[config.mk]
export PLATFORM = sky130hd
export DESIGN_NAME = alu_writeback_buffer
export DESIGN_NICKNAME = d
export VERILOG_FILES = /design/src/rtl/alu_writeback_buffer.sv
export SDC_FILE = /design/constraint.sdc
export NUM_CORES = 1
export LEC_CHECK = 0
export ABC_AREA = 0
export CAP_MARGIN = 20
export CORE_UTILIZATION = 40
export DETAILED_ROUTE_END_ITERATION = 8
export HOLD_SLACK_MARGIN = 0.02
export PLACE_DENSITY = 0.73
export SLEW_MARGIN = 30
export SYNTH_ARGS = -nofsm -noshare
export SYNTH_HDL_FRONTEND = slang
export SYNTH_SLANG_ARGS = --single-unit
[constraint.sdc]
create_clock -name clock -period 2.1 [get_ports clock]
set_clock_uncertainty 0.2 [all_clocks]
set_input_delay 0.42 -clock clock [delete_from_list [all_inputs] [get_ports clock]]
set_output_delay 0.42 -clock clock [all_outputs]
set_load 0.05 [all_outputs]
[src/rtl/alu_writeback_buffer.sv]
// Two-entry result buffer between the ALU and the register-file write port.
// Optional divide-by-zero flagging is enabled by defining ALU_WB_DIVZERO_CHECK_EN.
module alu_writeback_buffer #(
    parameter int DATA_WIDTH     = 32,
    parameter int OPCODE_WIDTH   = 6,
    parameter int REG_ADDR_WIDTH = 5,
    parameter int COUNT_WIDTH    = 16
) (
    input  logic                      clock,
    input  logic                      reset,
    input  logic                      inValid,
    output logic                      inReady,
    input  logic [OPCODE_WIDTH-1:0]   inOpCode,
    input  logic [DATA_WIDTH-1:0]     inOperand2,
    input  logic [DATA_WIDTH-1:0]     inResult,
    input  logic [REG_ADDR_WIDTH-1:0] inDestReg,
    output logic                      outValid,
    input  logic                      outReady,
    output logic [DATA_WIDTH-1:0]     outResult,
    output logic [REG_ADDR_WIDTH-1:0] outDestReg,
    output logic                      outZero,
    output logic                      outNegative,
    output logic                      outDivByZero,
    output logic [1:0]                occupancy,
    output logic [COUNT_WIDTH-1:0]    retiredCount
);

    logic [1:0][DATA_WIDTH-1:0]     entryResult;
    logic [1:0][REG_ADDR_WIDTH-1:0] entryDest;
    logic [1:0]                     entryZero;
    logic [1:0]                     entryNegative;

    logic [1:0] count;
    logic       wrPtr;
    logic       rdPtr;
    logic       push;
    logic       pop;

    logic [DATA_WIDTH-1:0] capResult;
    logic                  capDivByZero;
    logic                  capZero;
    logic                  capNegative;

`ifdef ALU_WB_DIVZERO_CHECK_EN
    localparam logic [OPCODE_WIDTH-1:0] OP_DIV = OPCODE_WIDTH'(3);
    localparam logic [OPCODE_WIDTH-1:0] OP_MOD = OPCODE_WIDTH'(4);

    logic [1:0] entryDivByZero;

    // A faulting divide is replaced by all-ones so the flags below follow naturally.
    always_comb begin
        capDivByZero = ((inOpCode == OP_DIV) || (inOpCode == OP_MOD)) && (inOperand2 == '0);
        capResult    = capDivByZero ? '1 : inResult;
    end

    always_ff @(posedge clock or negedge reset) begin
        if (!reset) begin
            entryDivByZero <= '0;
        end else if (push) begin
            entryDivByZero[wrPtr] <= capDivByZero;
        end
    end

    assign outDivByZero = entryDivByZero[rdPtr];
`else
    logic unusedCheckInputs;

    assign unusedCheckInputs = ^{inOpCode, inOperand2};
    assign capDivByZero      = 1'b0;
    assign capResult         = inResult;
    assign outDivByZero      = 1'b0;
`endif

    assign capZero     = (capResult == '0);
    assign capNegative = capResult[DATA_WIDTH-1];

    // Handshake qualifiers come only from registered count, never from the opposite side.
    assign inReady  = (count != 2'd2);
    assign outValid = (count != 2'd0);
    assign push     = inValid && inReady;
    assign pop      = outValid && outReady;

    always_ff @(posedge clock or negedge reset) begin
        if (!reset) begin
            entryResult   <= '0;
            entryDest     <= '0;
            entryZero     <= '0;
            entryNegative <= '0;
            wrPtr         <= 1'b0;
            rdPtr         <= 1'b0;
            count         <= 2'd0;
            retiredCount  <= '0;
        end else begin
            if (push) begin
                entryResult[wrPtr]   <= capResult;
                entryDest[wrPtr]     <= inDestReg;
                entryZero[wrPtr]     <= capZero;
                entryNegative[wrPtr] <= capNegative;
                wrPtr                <= ~wrPtr;
            end
            if (pop) begin
                rdPtr <= ~rdPtr;
                if (retiredCount != '1) begin
                    retiredCount <= retiredCount + COUNT_WIDTH'(1);
                end
            end
            case ({push, pop})
                2'b10:   count <= count + 2'd1;
                2'b01:   count <= count - 2'd1;
                default: count <= count;
            endcase
        end
    end

    assign outResult   = entryResult[rdPtr];
    assign outDestReg  = entryDest[rdPtr];
    assign outZero     = entryZero[rdPtr];
    assign outNegative = entryNegative[rdPtr];
    assign occupancy   = count;

endmodule

==> metrics.md <==
| Metric | Value |
|---|---|
| Status | finished, violations left |
| Failing checks | negative setup slack |
| Inserted Clock Buffers | 9 |
| Worst VDD drop | around 0.0011 V |
| Sequential fraction of the synthesis area | about 54% |
| R2R Setup Slk | 210 ps |
| Startpoint types | flop |
| R2r endpoint | retiredCount[10] |
| Total track usage | 17.3% |
| YS warnings | 0 |
| Die X | 107 um |
| R2r worst-path depth | 4 |
| Cell variety after synth | 36 |
| Peak Freq | around 470 MHz |
| PortBufs | 99 |
| Synthesis-to-finish area growth | 32.6% |
| Critical-path top delay cell | dfrtp_2 |
| Fin. Hold Viols | 0 |
| Ratio of final minimum period to clock period | 101% |
| Synthesized flop and latch total | 96 |
| Endpoint class of the critical path | output port |
| Clk pin slew, worst setup/hold paths | 80 ps |
| Final wirelength | 9290 um |
| Final min period | 2120 ps |
| Synthesized area | 4410 um^2 |
| HP Class | reg -> reg |
| Global-route wire length before repair | 15,100 um |
| Largest net degree at the start of global routing | 53 |
| Setup TNS | -177 ps |
| Post-route worst setup slack | -22.8 ps |
| Power Dens Cells | 1860 nW/um^2 |
| Syn Inst Count | around 310 |
| # DRC | 0 |
| Vias per cell | around 5.1 |
| Pre-CTS setup slack | -24.0 ps |
| Antenna cells | 0 |
| Layout cells sized above 1 | 50.2% |
| Tot Pwr | about 11 mW |
| Via count | 2,873 |
| Initial cell density of the core | a little over two fifths |
| WP data arrival | 1500 ps |
| Mapped Avg Cell Area | 14.4 um^2 |
| # rows | 37 |
| Fin nets | about 500 |
| # clock sinks | 96 |
| Die area | 11,500 um^2 |
| Area of the core | 10,500 um^2 |
| Iteration-0 DRC count of the detailed router | 72 |
| Post-DP HPWL | 6620 um |
| Worst hold endpoint | entryZero[0] |
| Buf/Inv on CP | 2 |
| IO Pins | 139 |
| Hold_sp | entryZero[0] |
| Switching Share | between 40% and 50% |
| CTS tree | done |
| ANT nets after route | 0 |
| WHS Path Cells | 1 |
| Final hold slack | around 290 ps |
| Initial antenna violation count | 0 |
| Routed WL per cell | about 17 um |
| Final setup vio count | 22 |
| Worst-path cell chain | buf_12, mux2_2, buf_6 |
| Crit-path max FO | 26 |
| TritonRoute pass-1 iters | 4 |
| Unrepaired setup endpoints after global routing | yes |
| Max-Cap Viols | 0 |
| Fill cells | 900 |
| Net Switching | 4.90 mW |
| R2R Path Start | retiredCount[11] |
| Clock share of power | 10.4% |
| Height of the die | roughly 110 um |
| Remaining global-route overflow | 0 |
| Slew Viols, Final | 0 |
| Internal | 5.96 mW |
| CTS H-tree depth | 3 |
| Comb pwr share | around three fifths |
| Worst Path Class, Setup | reg -> out |
| CP top delay family | flip-flops |
| Number of flops mapped to enable cells by yosys | 0 |
| Final Core Density | between 50% and 60% |
| Top_reg_cell synth | dfrtp_1 |
| Worst-skew pair later-pin latency | 350 ps |
| Worst EP required | 1480 ps |
| CP max stage delay | 400 ps |
| Mapped Nets | between 300 and 400 |
| Clock root buffer | clkbuf_8 |
| CTS Buffer Depth | 2 |
| Leakage power | roughly 2.5 nW |
| Number of global-route vias before repair | about 3,000 |
| Ys async rst share | 100% |
| Crit. Startpoint | rdPtr |
| Routability cong. | around 0.76 |
| Register share of total power | 29.8% |
-- per-stage QoR --
stage	instances	area (um^2)
after global placement	541	5550
after CTS	558	5850
after floorplan	306	4420
after detailed placement	541	5550
after global routing	558	5850
final	558	5850
-- cells in the mapped netlist, types with 2 or more instances --
cell	instances	area, um^2
nand2_1	10	37.5
nor4_1	9	56.3
buf_4	3	22.5
a2111oi_2	2	30.0
nor4_2	2	25.0
nor3_1	3	15.0
xor2_1	14	123
nand3_1	4	20.0
buf_2	6	30.0
clkbuf_1	2	7.51
ha_1	2	25.0
nor2_1	6	22.5
mux2_2	102	1150
mux2_1	14	158
xnor2_1	4	35.0
dfrtp_1	96	2400
buf_6	2	22.5
a21oi_1	4	20.0
nand3_4	2	35.0
nand4_1	3	18.8
-- how the worst max path moves through the flow --
stage,end,slack (ps),cells after the start
4_1_cts,outResult[14],-70,3
3_5_place_dp,retiredCount[15],-20,6
5_1_grt,outResult[14],-80,3
3_3_place_gp,entryZero[1],3,6
6_report,outResult[14],-20,3
2_1_floorplan,retiredCount[12],5,4
-- repair_timing --
action / CTS / global route
endpoints found under the setup margin: 39 / 39
hold buffers: 1 / 0
gates resized for setup: 26 / 0
hold endpoints to repair: 23 / 0
buffers inserted: 0 / 0
-- metal layers --
| metal | up-vias | part of all wire [%] | GRT usage, % |
|---|---|---|---|
| met4 | 0 | 0.91 | 5.87 |
| met5 | - | 0 | 0 |
| met3 | 9 | 4.9 | 4.26 |
| met1 | 1469 | 45 | 22.2 |
| li1 | 1328 | - | - |
| met2 | 67 | 49 | 28.5 |
-- sequential cells by signal, indices dropped and copies added (netlist names) --
signal / cells
entryDest: 10
entryNegative: 1
entryResult: 63
entryZero: 2
occupancy: 2
rdPtr: 1
retiredCount: 16
wrPtr: 1
-- placed cells by master (no fill, tap or decap), drive strengths merged, types with 6 or more instances in the layout --
cell	count
xor2	14
nand2	10
mux2	116
clkdlybuf4s50	39
buf	74
nor2	7
dfrtp	96
nand3	6
nor4	11
clkbuf	14
-- power by group through the flow --
stage / logic (mW) / clock network, mW / registers [mW]
floorplan: 4.28 / 0 / 3.39
global placement: 6.16 / 0 / 3.19
detailed placement: 6.24 / 0 / 3.27
CTS: 6.56 / 1.18 / 3.24
global route: 6.80 / 1.28 / 3.36
finish: 6.49 / 1.13 / 3.24
-- cell families after synthesis --
group | share of synthesized area, %
adders and majority gates | 0.567
AOI/OAI and AO/OA | 2.61
and+or+nand+nor | 7.04
xor gates and xnor gates | 3.57
muxes | 29.6
other | 0.0850
buffers and inverters | 2.04
DFF | 54.5
-- cell type report --
class                           count  area (um^2)  share of cell area [%]
Multi-Input combinational cell    195         1940                    33.1
Inverter                            1         3.75                  0.0642
Sequential cell                    96         2410                    41.2
Tap cell                          136          170                    2.91
Timing Repair Buffer              114         1140                    19.5
Clock inverter                      2         12.5                   0.214
Clock buffer                       14          173                    2.95
(Power assumes the default switching activity.)
